### src/rtl/qkv_stream_issuer.sv
// qkv_fifo2: two-entry FIFO; head is visible the cycle after a push.
// Latency: 1 cycle from push to head. Backpressure: the caller must not push when full without a same-cycle pop.
// Head reads zero while empty so an idle channel presents clean data.
module qkv_fifo2 #(
  parameter type T = logic [31:0]
) (
  input  logic       clk,
  input  logic       rst,
  input  logic       push,
  input  T           push_dat,
  input  logic       pop,
  output logic       vld,
  output T           head,
  output logic [1:0] count
);
  T     mem [2];
  logic wr_ptr;
  logic rd_ptr;

  always_ff @(posedge clk) begin
    if (rst) begin
      mem[0] <= '0;
      mem[1] <= '0;
      wr_ptr <= 1'b0;
      rd_ptr <= 1'b0;
      count  <= 2'd0;
    end else begin
      if (push) begin
        mem[wr_ptr] <= push_dat;
        wr_ptr      <= ~wr_ptr;
      end
      if (pop) rd_ptr <= ~rd_ptr;
      count <= count + {1'b0, push} - {1'b0, pop};
    end
  end

  assign vld  = (count != 2'd0);
  assign head = vld ? mem[rd_ptr] : '0;
endmodule

// qkv_channel: read engine for one buffer feeding a 2-entry prefetch FIFO.
// Latency: read issued in cycle t is presented in t+2. Backpressure: reads stop
// once buffered plus in-flight entries would exceed two after this cycle's pop.
module qkv_channel #(
  parameter type T     = logic [31:0],
  parameter int  TOTAL = 1,
  parameter int  WRAP  = 1,
  parameter int  AW    = 1,
  parameter int  CW    = 1
) (
  input  logic          clk,
  input  logic          rst,
  input  logic          clr,
  input  logic          run,
  output logic          rd_en,
  output logic [AW-1:0] rd_addr,
  input  T              rd_data,
  output logic          out_vld,
  input  logic          out_rdy,
  output T              out_dat,
  output logic          cmpl
);
  logic [CW-1:0] rd_cnt;
  logic [CW-1:0] acc_cnt;
  logic          in_flight;
  logic          pop;
  logic [1:0]    occ;

  assign pop   = out_vld && out_rdy;
  // occupancy + in_flight - pop < 2, rearranged to avoid an unsigned subtract
  assign rd_en = run && (rd_cnt != CW'(TOTAL)) &&
                 (({1'b0, occ} + {2'b00, in_flight}) < (3'd2 + {2'b00, pop}));
  // Looks one handshake ahead so DONE lands the cycle after the final transfer
  assign cmpl  = (acc_cnt == CW'(TOTAL)) || (pop && (acc_cnt == CW'(TOTAL - 1)));

  always_ff @(posedge clk) begin
    if (rst) begin
      rd_cnt    <= '0;
      acc_cnt   <= '0;
      rd_addr   <= '0;
      in_flight <= 1'b0;
    end else begin
      in_flight <= rd_en;
      if (clr) begin
        rd_cnt  <= '0;
        acc_cnt <= '0;
        rd_addr <= '0;
      end else begin
        if (rd_en) begin
          rd_cnt  <= rd_cnt + CW'(1);
          rd_addr <= (rd_addr == AW'(WRAP - 1)) ? '0 : rd_addr + AW'(1);
        end
        if (pop) acc_cnt <= acc_cnt + CW'(1);
      end
    end
  end

  qkv_fifo2 #(.T(T)) u_fifo (
    .clk      (clk),
    .rst      (rst),
    .push     (in_flight),
    .push_dat (rd_data),
    .pop      (pop),
    .vld      (out_vld),
    .head     (out_dat),
    .count    (occ)
  );
endmodule

// qkv_stream_issuer: streams each Q row once and a full K/V pass per Q row.
// Latency: first transfer 3 cycles after start, then one per cycle per channel.
// Backpressure: each channel stalls independently on its own ready.
module qkv_stream_issuer #(
  parameter int  MAX_SEQ_LENGTH = 8,
  parameter int  NUM_Q          = MAX_SEQ_LENGTH,
  parameter int  NUM_KV         = MAX_SEQ_LENGTH,
  parameter int  QA_W           = (NUM_Q > 1) ? $clog2(NUM_Q) : 1,
  parameter int  KA_W           = (NUM_KV > 1) ? $clog2(NUM_KV) : 1,
  parameter type Q_VECTOR_T     = logic [31:0],
  parameter type K_VECTOR_T     = logic [31:0],
  parameter type V_VECTOR_T     = logic [31:0]
) (
  input  logic            clk,
  input  logic            rst,
  input  logic            start,
  output logic            busy,
  output logic            done,
  output logic            q_rd_en,
  output logic [QA_W-1:0] q_rd_addr,
  input  Q_VECTOR_T       q_rd_data,
  output logic            k_rd_en,
  output logic [KA_W-1:0] k_rd_addr,
  input  K_VECTOR_T       k_rd_data,
  output logic            v_rd_en,
  output logic [KA_W-1:0] v_rd_addr,
  input  V_VECTOR_T       v_rd_data,
  output logic            Q_vld_out,
  input  logic            Q_rdy_in,
  output Q_VECTOR_T       q_out,
  output logic            K_vld_out,
  input  logic            K_rdy_in,
  output K_VECTOR_T       k_out,
  output logic            V_vld_out,
  input  logic            V_rdy_in,
  output V_VECTOR_T       v_out
);
  localparam int KV_TOTAL = NUM_Q * NUM_KV;
  localparam int QC_W     = $clog2(NUM_Q + 1);
  localparam int KC_W     = $clog2(KV_TOTAL + 1);

  typedef enum logic [1:0] {ST_IDLE, ST_RUN, ST_DONE} state_t;

  state_t state, state_nxt;
  logic   run, job_start;
  logic   q_cmpl, k_cmpl, v_cmpl;

  always_ff @(posedge clk) begin
    if (rst) state <= ST_IDLE;
    else     state <= state_nxt;
  end

  always_comb begin
    state_nxt = state;
    busy      = 1'b1;
    done      = 1'b0;
    run       = 1'b0;
    job_start = 1'b0;
    case (state)
      ST_IDLE: begin
        busy = 1'b0;
        if (start) begin
          state_nxt = ST_RUN;
          job_start = 1'b1;
        end
      end
      ST_RUN: begin
        run = 1'b1;
        if (q_cmpl && k_cmpl && v_cmpl) state_nxt = ST_DONE;
      end
      ST_DONE: begin
        done      = 1'b1;
        state_nxt = ST_IDLE;
      end
      default: state_nxt = ST_IDLE;
    endcase
  end

  qkv_channel #(.T(Q_VECTOR_T), .TOTAL(NUM_Q), .WRAP(NUM_Q), .AW(QA_W), .CW(QC_W)) u_q (
    .clk (clk), .rst (rst), .clr (job_start), .run (run),
    .rd_en (q_rd_en), .rd_addr (q_rd_addr), .rd_data (q_rd_data),
    .out_vld (Q_vld_out), .out_rdy (Q_rdy_in), .out_dat (q_out), .cmpl (q_cmpl)
  );

  qkv_channel #(.T(K_VECTOR_T), .TOTAL(KV_TOTAL), .WRAP(NUM_KV), .AW(KA_W), .CW(KC_W)) u_k (
    .clk (clk), .rst (rst), .clr (job_start), .run (run),
    .rd_en (k_rd_en), .rd_addr (k_rd_addr), .rd_data (k_rd_data),
    .out_vld (K_vld_out), .out_rdy (K_rdy_in), .out_dat (k_out), .cmpl (k_cmpl)
  );

  qkv_channel #(.T(V_VECTOR_T), .TOTAL(KV_TOTAL), .WRAP(NUM_KV), .AW(KA_W), .CW(KC_W)) u_v (
    .clk (clk), .rst (rst), .clr (job_start), .run (run),
    .rd_en (v_rd_en), .rd_addr (v_rd_addr), .rd_data (v_rd_data),
    .out_vld (V_vld_out), .out_rdy (V_rdy_in), .out_dat (v_out), .cmpl (v_cmpl)
  );
endmodule

### config.mk
export PLATFORM = sky130hd
export DESIGN_NAME = qkv_stream_issuer
export DESIGN_NICKNAME = d
export VERILOG_FILES = /design/src/rtl/qkv_stream_issuer.sv
export SDC_FILE = /design/constraint.sdc
export NUM_CORES = 1
export LEC_CHECK = 0
export ABC_AREA = 1
export CAP_MARGIN = 20
export CORE_ASPECT_RATIO = 0.9
export CORE_MARGIN = 2
export CORE_UTILIZATION = 53
export CTS_BUF_LIST = sky130_fd_sc_hd__clkbuf_16
export DETAILED_ROUTE_END_ITERATION = 6
export HOLD_SLACK_MARGIN = 0.15
export PLACE_DENSITY = 0.8
export SLEW_MARGIN = 20
export SYNTH_ARGS = -nofsm -noshare
export SYNTH_HDL_FRONTEND = slang
export SYNTH_HIERARCHICAL = 1
export SYNTH_SLANG_ARGS = --single-unit
### constraint.sdc
create_clock -name clk -period 2.25 [get_ports clk]
set_clock_uncertainty 0.1 [all_clocks]
set_input_delay 0.45 -clock clk [delete_from_list [all_inputs] [get_ports clk]]
set_output_delay 0.45 -clock clk [all_outputs]
set_load 0.01 [all_outputs]
==> impl_metrics.env <==
export IMPL_status="finished clean"
export IMPL_synth_distinct_cells=35
export IMPL_slew_headroom=0.4445
export IMPL_routed_wl_mm=27.61
export IMPL_endpoint_kind="primary output"
export IMPL_critPathLaunchType="flip-flop"
export IMPL_vias_per_cell=4.979
export IMPL_synth_edf_count=192
export IMPL_fin_crit_sh=0.9972
export IMPL_synth_top_area_share=0.4776
export IMPL_hp_class="reg2reg"
export IMPL_power_density_nw_per_um2=960.8
export IMPL_antenna_found_initial=0
export IMPL_critical_path_max_stage_delay_ns=0.36
export IMPL_gp_congestion=0.7971
export IMPL_netlist_area_um2=12070
export IMPL_grtUsageTotal=0.2225
export IMPL_synth_largest_area_cell="edfxtp_1"
export IMPL_setup_ws_ns=0.006315
export IMPL_drive_gt1_frac=0.1495
export IMPL_routedWlPerCell_um=14.46
export IMPL_root_buffer="clkbuf_16"
export IMPL_clock_latency_ns=0.52
export IMPL_synth_top_cells_by_count="nand2_1, nor2_1, edfxtp_1"
export IMPL_fin_crit_ns=2.244
export IMPL_drc=0
export IMPL_cp_max_fo=16
export IMPL_final_setup_viol_count=0
export IMPL_path_clk_slew_ns=0.06
export IMPL_worstPathArrival_ns=1.69
export IMPL_grt_setup_unrepaired="yes"
export IMPL_finalCoreUtilization=0.7105
export IMPL_worstSetupPathType="reg2out"
export IMPL_path_cells="nor2_4 -> buf_4 -> buf_12 -> a21oi_1 -> dlygate4sd2_1"
export IMPL_coreArea_um2=22450
export IMPL_io_pins=215
export IMPL_ir_drop_uv=864.5
export IMPL_cts_num_sinks=257
export IMPL_start_util=0.5378
export IMPL_critical_path_top_delay_family="buffers and inverters"
export IMPL_pre_cts_ws_ns=-0.2030
export IMPL_die_area_um2=24000
export IMPL_htreeDepth=1
export IMPL_syn_nets=1466
export IMPL_max_freq_mhz=445.7
export IMPL_place_hpwl_mm=17.92
export IMPL_yosys_warnings=6
export IMPL_vias=9504
export IMPL_worstMarginPinSlew_ns=0.8301
export IMPL_die_h_um=147.2
export IMPL_ys_ff_latch=257
export IMPL_postRouteAntennaNets=0
export IMPL_tritoncts="done"
export IMPL_crit_buf_inv=3
export IMPL_grt_pass1_wl_mm=43.60
export IMPL_yosysMostFrequentCell="nand2_1"
export IMPL_area_growth_pct=32.12
export IMPL_yosysSeqAreaShare=0.5854
export IMPL_grt_ovfl_total=0
export IMPL_drtPass1Iterations=7
export IMPL_grt_max_degree=34
export IMPL_synth_area_leaders="edfxtp_1, dfxtp_1, nand2_1"
export IMPL_rows=52
export IMPL_cpMaxStageDelayCell="dfxtp_4"
export IMPL_holdBufCountCts=0
export IMPL_port_buffers=214
export IMPL_numCtsBuffers=27
export IMPL_drv_slew=0
export IMPL_required_ns=1.70
export IMPL_syn_inst=1334
export IMPL_synth_flop_cell="edfxtp_1"
export IMPL_fin_tns_setup_ns=0
export IMPL_nNetsFinal=1724
export IMPL_clockBufferDepth=3
export IMPL_fp_dieW_um=163.1
export IMPL_antennaDiodeCount=0
export IMPL_async_flop_share=0
export IMPL_grt_pass1_vias=9429
export IMPL_fillCellCount=1687
export IMPL_max_cap_viol_count=0
export IMPL_synth_area_per_cell_um2=9.049
export IMPL_drt_iter0_markers=599
export IMPL_leakagePower_uw=0.007280
export IMPL_hold_violations=0
[final cells by class]
type | count | area [µm²] | share of cell area
flip-flops and latches | 257 | 7101 | 0.4452
multi-input cells | 831 | 4111 | 0.2578
repair buffers | 280 | 2806 | 0.1760
inverters | 195 | 739.5 | 0.04636
clock buffers | 27 | 675.6 | 0.04236
well taps | 297 | 371.6 | 0.02330
clock inverters | 22 | 143.9 | 0.009022
[final timing paths]
path,start,endpoint,slack (ns),depth (start not counted)
max,u_v/u_fifo/count[1],v_out[1],0.006,5
min,u_v/acc_cnt[6],u_v/acc_cnt[6],0.36,2
max reg2reg,u_q/u_fifo/count[0],u_q/u_fifo/count[1],0.20,11
min reg2reg,u_v/acc_cnt[6],u_v/acc_cnt[6],0.36,2
[cell families after synthesis]
group                    after synthesis  share of synthesized area
AND/OR/NAND/NOR                      655                     0.2318
XOR/XNOR                               5                   0.003628
AO/OA/AOI/OAI                        141                    0.06115
adder cells (fa/ha/maj)               30                    0.03109
buffers and inverters                246                    0.08696
flip-flops                           257                     0.5854
[power by group]
group / switching (µW) / internal (µW) / leakage [µW]
logic: 3020 / 2370 / 0.00432
registers: 278 / 5550 / 0.00253
clock network: 1720 / 2390 / 0.000434
total: 5020 / 10300 / 0.00728
[tightest hold or removal path, stage by stage, from the launching register on]
cell and delay, ns:
dfxtp_1 0.31, nand2_1 0.06, a21oi_1 0.05
[repair_timing]
action	CTS	global route
endpoints found under the setup margin	99	98
resized for setup	128	138
gates cloned	0	1
buffers inserted	6	9
pin swaps	6	14
[stage by stage]
step,power (µW),cells,instance area [µm²],hold slack (ns)
after floorplan,8480,1334,12070,0.3392
after global placement,10780,1844,14820,0.3517
after detailed placement,10890,1844,14820,0.3542
after CTS,14910,1899,15720,0.3632
after global routing,16100,1909,15950,0.3890
final,15320,1909,15950,0.3617
[layer usage]
| layer | global-route usage | wire, µm | up-vias |
|---|---|---|---|
| met1 | 0.2795 | 11550 | 4433 |
| met3 | 0.03331 | 1376 | 51 |
| met4 | 0.06858 | 713 | 0 |
| met2 | 0.3968 | 13970 | 261 |
| li1 | - | - | 4759 |
| met5 | 0 | 0 | - |
[sequential cells by signal, summed over array words and instances (netlist names), 2 cells and up, named ones only]
name and cells:
u_v/rd_cnt 7, u_v/rd_addr 3, u_v/u_fifo/mem 64, state 2
u_k/u_fifo/count 2, u_q/u_fifo/count 2, u_k/rd_cnt 7, u_v/acc_cnt 7
u_v/u_fifo/count 2, u_q/u_fifo/mem 64, u_q/rd_cnt 4, u_k/u_fifo/mem 64
u_k/rd_addr 3, u_k/acc_cnt 7, u_q/acc_cnt 4, u_q/rd_addr 3
[placed cells by master, fill, tap and decap left out, types with 3 or more instances in the layout]
cell               n
buf_6             11
nand2_1          289
nand3b_1           3
ha_4               6
dlygate4sd2_1     32
o21ai_1            4
xnor2_1            3
a21oi_1          106
clkinv_1           8
nor2_2             8
o21ai_0           15
dlymetal6s2s_1    21
nor3_2             4
nand3_1           23
buf_12            18
clkbuf_2          26
clkdlybuf4s50_1  113
dfxtp_2            9
dfxtp_1           50
nor2_1           270
inv_4              3
clkbuf_16         28
clkdlybuf4s15_1   18
inv_2             17
nand2_2           17
edfxtp_1         192
nand4_1           11
a21oi_2            8
ha_1              23
nand3_2            7
dfxtp_4            6
buf_4             37
inv_1            182
nor2_4            12
clkinv_2           4
No activity file was read; power rests on OpenSTA's default activity.
==> RTL change 1: new RTL, same flow settings <==
Reset style: asynchronous (`rst`), changed in 3 clocked blocks.
--- a/src/rtl/qkv_stream_issuer.sv
+++ b/src/rtl/qkv_stream_issuer.sv
@@ -19,3 +19,3 @@
 
-  always_ff @(posedge clk) begin
+  always_ff @(posedge clk or posedge rst) begin
     if (rst) begin
@@ -75,3 +75,3 @@
 
-  always_ff @(posedge clk) begin
+  always_ff @(posedge clk or posedge rst) begin
     if (rst) begin
@@ -156,3 +156,3 @@
 
-  always_ff @(posedge clk) begin
+  always_ff @(posedge clk or posedge rst) begin
     if (rst) state <= ST_IDLE;
Check against the original RTL: differs if rst is asserted again (counterexample within 4 cycles, from zero or initial values and one cycle with rst high); with rst held inactive, the same outputs for 4 cycles.
==> RTL change 1 against the original RTL <==
- the run now ends with negative setup slack left
- non-clock buffer count up 31
- final area grew 1.4%
- area after synthesis increased by 0.67%
- setup slack worse by 0.076 ns
- wire length increased by 16%
- first-iteration DRC count rose by 74%
- utilization increased by 0.79 points
- register-to-register slack worse by 0.06 ns
- sequential cell count shrank 3
- critical path type unchanged
- critical endpoint is now k_rd_en
- largest cell class unchanged
Power is not compared: it rests on default switching activity, and its combinational part moved more than twofold at a synthesized area within 25%.
==> RTL change 1: results (changes against the original RTL) <==
| Metric | Value |
|---|---|
| CP startpoint | `u_k/u_fifo/count[0]` |
| Reg-to-Reg Start | `u_q/u_fifo/count[0]` |
| Data arrival, critical path | `1.77 ns (+0.08 ns)` |
| Reg2reg setup slack | `0.14 ns (-0.06 ns)` |
| Layout cells sized above 1 | `0.198 (+0.0485)` |
| Vias/cell | `5.27 (+5.8%)` |
| Filler cells | `1644 (-2.5%)` |
| Setup slack after placement | `-0.195 ns (+0.00779 ns)` |
| End of the critical path | `k_rd_en` |
| First-pass GRT wire length | `52.1 mm (+19%)` |
| Net count after synthesis | `1632 (+11%)` |
| Compound-gate portion of the synthesized area | `0.135 (+0.0743)` |
| Area after DPL | `14900 um2 (+0.61%)` |
| Final GP Congestion | `0.787 (-1.3%)` |
| Final WS setup | `-0.0697 ns (-0.0760 ns)` |
| Layout Nets | `1901 (+10%)` |
| Seq/Total Area, Yosys | `0.523 (-0.0624)` |
| DP HPWL | `19.9 mm (+11%)` |
| Cell total after placement | `1998 (+8.4%)` |
| Failing checks | `negative setup slack` |
| Largest stage delay, worst path | `0.39 ns (+0.03 ns)` |
| Hold Slack | `0.297 ns (-0.0643 ns)` |
| Final TNS setup | `-0.216 ns (-0.216 ns)` |
| Layout Cells excl Fill | `2085 (+9.2%)` |
| Top_reg_cell synth | `dfrtp_1` |
| RR Endpoint | `u_q/u_fifo/count[1]` |
| Critical Path Fanout Max | `2 (-14)` |
| Vias in the first global route | `11.0k (+17%)` |
| Largest net degree at the start of global routing | `69 (+100%)` |
| Reg2Reg Depth | `13 (+2)` |
| Detailed Routing Iterations Pass 1 | `5 (-2)` |
| Slowest-stage cell, CP | `dfrtp_1` |
| Final wirelength | `32.1 mm (+16%)` |
| Largest cells by area after synthesis | `dfrtp_1, nand2_1, o21ai_0` |
| # setup viols final | `7 (+7)` |
| Status | `complete, but fails checks` |
| Netlist cell types | `27 (-23%)` |
| Delay-heaviest family, CP | `adder cells` |
## RTL change 1: timing repair
action	4_1_cts	5_1_grt
pin swaps	16	9
setup endpoints to repair	102	78
hold endpoints to repair	0	0
setup buffers	29	5
resized for setup	492	57
gates cloned	6	2
## RTL change 1: routing by layer
layer  part of all wire  track usage  up-vias
met5                  0            0        -
met4              0.028       0.0864        0
met3              0.055       0.0382       73
met2               0.50        0.450      342
met1               0.42        0.339     5282
li1                   -            -     5283
## RTL change 1: power by group
part           switching, mW  total [mW]  internal [mW]  leakage, nW
clock                   1.77        4.04           2.27        0.419
sequential              1.41        8.21           6.79         3.13
combinational           7.75        13.6           5.89         4.66
## RTL change 1: final cells by class
type | count | area [um2] | share of cell area
clock inverter | 21 | 116 | 0.00719
tap | 297 | 372 | 0.0230
timing repair buffer | 311 | 2830 | 0.175
multi-input combinational | 989 | 5090 | 0.315
sequential | 254 | 6360 | 0.393
inverter | 186 | 726 | 0.0449
clock buffer | 27 | 676 | 0.0418
==> RTL change 2: new RTL, same flow settings <==
Made on the original files. Set the parameter `MAX_SEQ_LENGTH` to 16 (it was 8).
--- a/src/rtl/qkv_stream_issuer.sv
+++ b/src/rtl/qkv_stream_issuer.sv
@@ -113,3 +113,3 @@
 module qkv_stream_issuer #(
-  parameter int  MAX_SEQ_LENGTH = 8,
+  parameter int  MAX_SEQ_LENGTH = 16,
   parameter int  NUM_Q          = MAX_SEQ_LENGTH,
Ports: changed (resized k_rd_addr, q_rd_addr and v_rd_addr); port bits go from 215 to 218. The function was not compared with the original's and may differ.
==> RTL change 2 against the original RTL <==
- the run now ends with negative setup slack left
- register-to-register slack lost 0.05 ns
- setup slack lost 0.029 ns
- sequential cell count grew 13
- power shrank 0.16%
- hold slack gained 0.019 ns
- cell count grew 5.6%
- die area grew 4.3%
- area after synthesis grew 4.4%
- wire length grew 8.5%
- final area grew 5.1%
- first-iteration DRC count grew 61%
- sequential power grew 3%
- largest power group unchanged
- highest routed layer unchanged
==> RTL change 2: results (changes against the original RTL) <==
| Metric | Value |
|---|---|
| Reg2Reg Depth | `11 (unchanged)` |
| Sw Pwr | `4.86 mW (-3.1%)` |
| Commonest cells in the netlist | `nand2_1, nor2_1, edfxtp_1, inv_1, a21oi_1` |
| Layout cells sized above 1 | `0.157 (+0.00744)` |
| CTS Buffer Depth | `3 (unchanged)` |
| Synth Area in Adders | `0.0298 (-0.00132)` |
| Clock latency on the worst-skew pair | `0.54 ns (+0.02 ns)` |
| WL met1 | `12.1 mm (+5.1%)` |
| Initial DRC Count | `966 (+61%)` |
| Power Clock | `4.33 mW (+5.4%)` |
| Hold path start | `u_k/rd_cnt[4]` |
| Worst slew margin | `0.684 (+0.239)` |
| Overall Global Routing Usage | `0.225 (+0.00238)` |
| Vias in the first global route | `9855 (+4.5%)` |
| Compound-gate portion of the synthesized area | `0.0688 (+0.00763)` |
| DP HPWL | `18.7 mm (+4.4%)` |
| Final wirelength | `29.9 mm (+8.5%)` |
| Detailed Routing Iterations Pass 1 | `5 (-2)` |
| Final GP Congestion | `0.820 (+2.9%)` |
| First-pass GRT wire length | `46.6 mm (+6.8%)` |
| Mux share of post-synthesis cell area | `0 (unchanged)` |
| Reg-to-Reg Start | `u_v/u_fifo/count[1]` |
| Hold WC Path Type | `register to register` |
| IO Port Bufs | `217 (+1.4%)` |
| Largest registers | `u_k/u_fifo/mem x64, u_q/u_fifo/mem x64, u_v/u_fifo/mem x64` |
| CP startpoint | `u_v/u_fifo/count[0]` |
| Worst VDD drop | `0.000611 V (-29%)` |
| Top_reg_cell synth | `edfxtp_1` |
| Seq/Total Area, Yosys | `0.581 (-0.00417)` |
| Net count after synthesis | `1551 (+5.8%)` |
| Pint | `10.4 mW (+1.3%)` |
| Largest cells by area after synthesis | `edfxtp_1, dfxtp_1, nand2_1` |
| Critical Path Fanout Max | `2 (-14)` |
| Failing checks | `negative setup slack` |
| DR WL met2 | `15.4 mm (+10%)` |
| Root Buffer | `clkbuf_16` |
| Area after DPL | `15500 um2 (+4.5%)` |
| Layout Nets | `1824 (+5.8%)` |
| Met3 usage | `0.0308 (-0.00256)` |
| Num CTS Buffers | `28 (+3.7%)` |
| LEAKAGE | `7.33 nW (+0.75%)` |
| Met1 Track Usage GR | `0.283 (+0.00337)` |
| Routed wl met3 | `1.90 mm (+38%)` |
| Final WS setup | `-0.0222 ns (-0.0285 ns)` |
| Post-synthesis xor/xnor area fraction | `0.0132 (+0.00957)` |
| Data arrival, critical path | `1.72 ns (+0.03 ns)` |
| Seq. pwr | `6.03 mW (+3%)` |
| Netlist cell types | `28 (-20%)` |
| Status | `complete, but fails checks` |
| # setup viols final | `1 (+1)` |
| Routed vias | `10.3k (+8.7%)` |
| Met2 Resource Use GR | `0.414 (+0.0176)` |
RTL change 2: cell count changes after synthesis, moves of 4 or more:
cell	unedited run	this run
nor3_2	4	0
dfxtp_1	65	78
inv_1	180	192
o21ai_0	15	27
xor2_1	2	16
nor3_1	2	12
nand3_1	25	40
nor2_2	12	4
a21oi_1	115	141
nor2_1	271	245
nand2_1	289	324
nand2_2	17	10
RTL change 2: area by class of cell:
type	count	area [um2]
fillers	1689	6580
multi-input cells	885	4350
flip-flops and latches	270	7370
repair buffers	300	3010
clock inverters	24	164
well taps	302	378
inverters	207	792
clock buffers	28	701
RTL change 2: path summary, 6_finish.rpt:
kind / to / slack, ns
setup / recovery: v_rd_en / -0.02
hold / removal: u_k/rd_cnt[4] / 0.38
setup reg to reg: u_v/u_fifo/count[1] / 0.15
hold reg to reg: u_k/rd_cnt[4] / 0.38
RTL change 2: per-stage QoR:
stage / hold slack [ns] / setup slack, ns / cells / util / setup TNS [ns]
global placement: 0.368 / -0.266 / 1943 / 0.663 / -0.495
global route: 0.406 / -0.0730 / 2016 / 0.718 / -0.120
CTS: 0.382 / -0.261 / 2005 / 0.707 / -0.818
detailed placement: 0.372 / -0.245 / 1943 / 0.663 / -0.513
floorplan: 0.357 / 0.164 / 1419 / - / 0
finish: 0.380 / -0.0222 / 2016 / 0.718 / -0.0222
RTL change 2: critical path: stages (launching register included):
cell	delay, ns
dfxtp_2	0.34
buf_6	0.12
ha_4	0.15
ha_4	0.21
o21ai_4	0.07
inv_2	0.06
nor2_4	0.12
buf_6	0.11
RTL change 2: what timing repair did:
action                     in CTS  in global routing
buffers inserted                9                  7
gates resized for setup       221                116
pin swaps                       5                 11
gates cloned                    1                  4
setup endpoints to repair      99                 84
hold endpoints to repair        0                  0
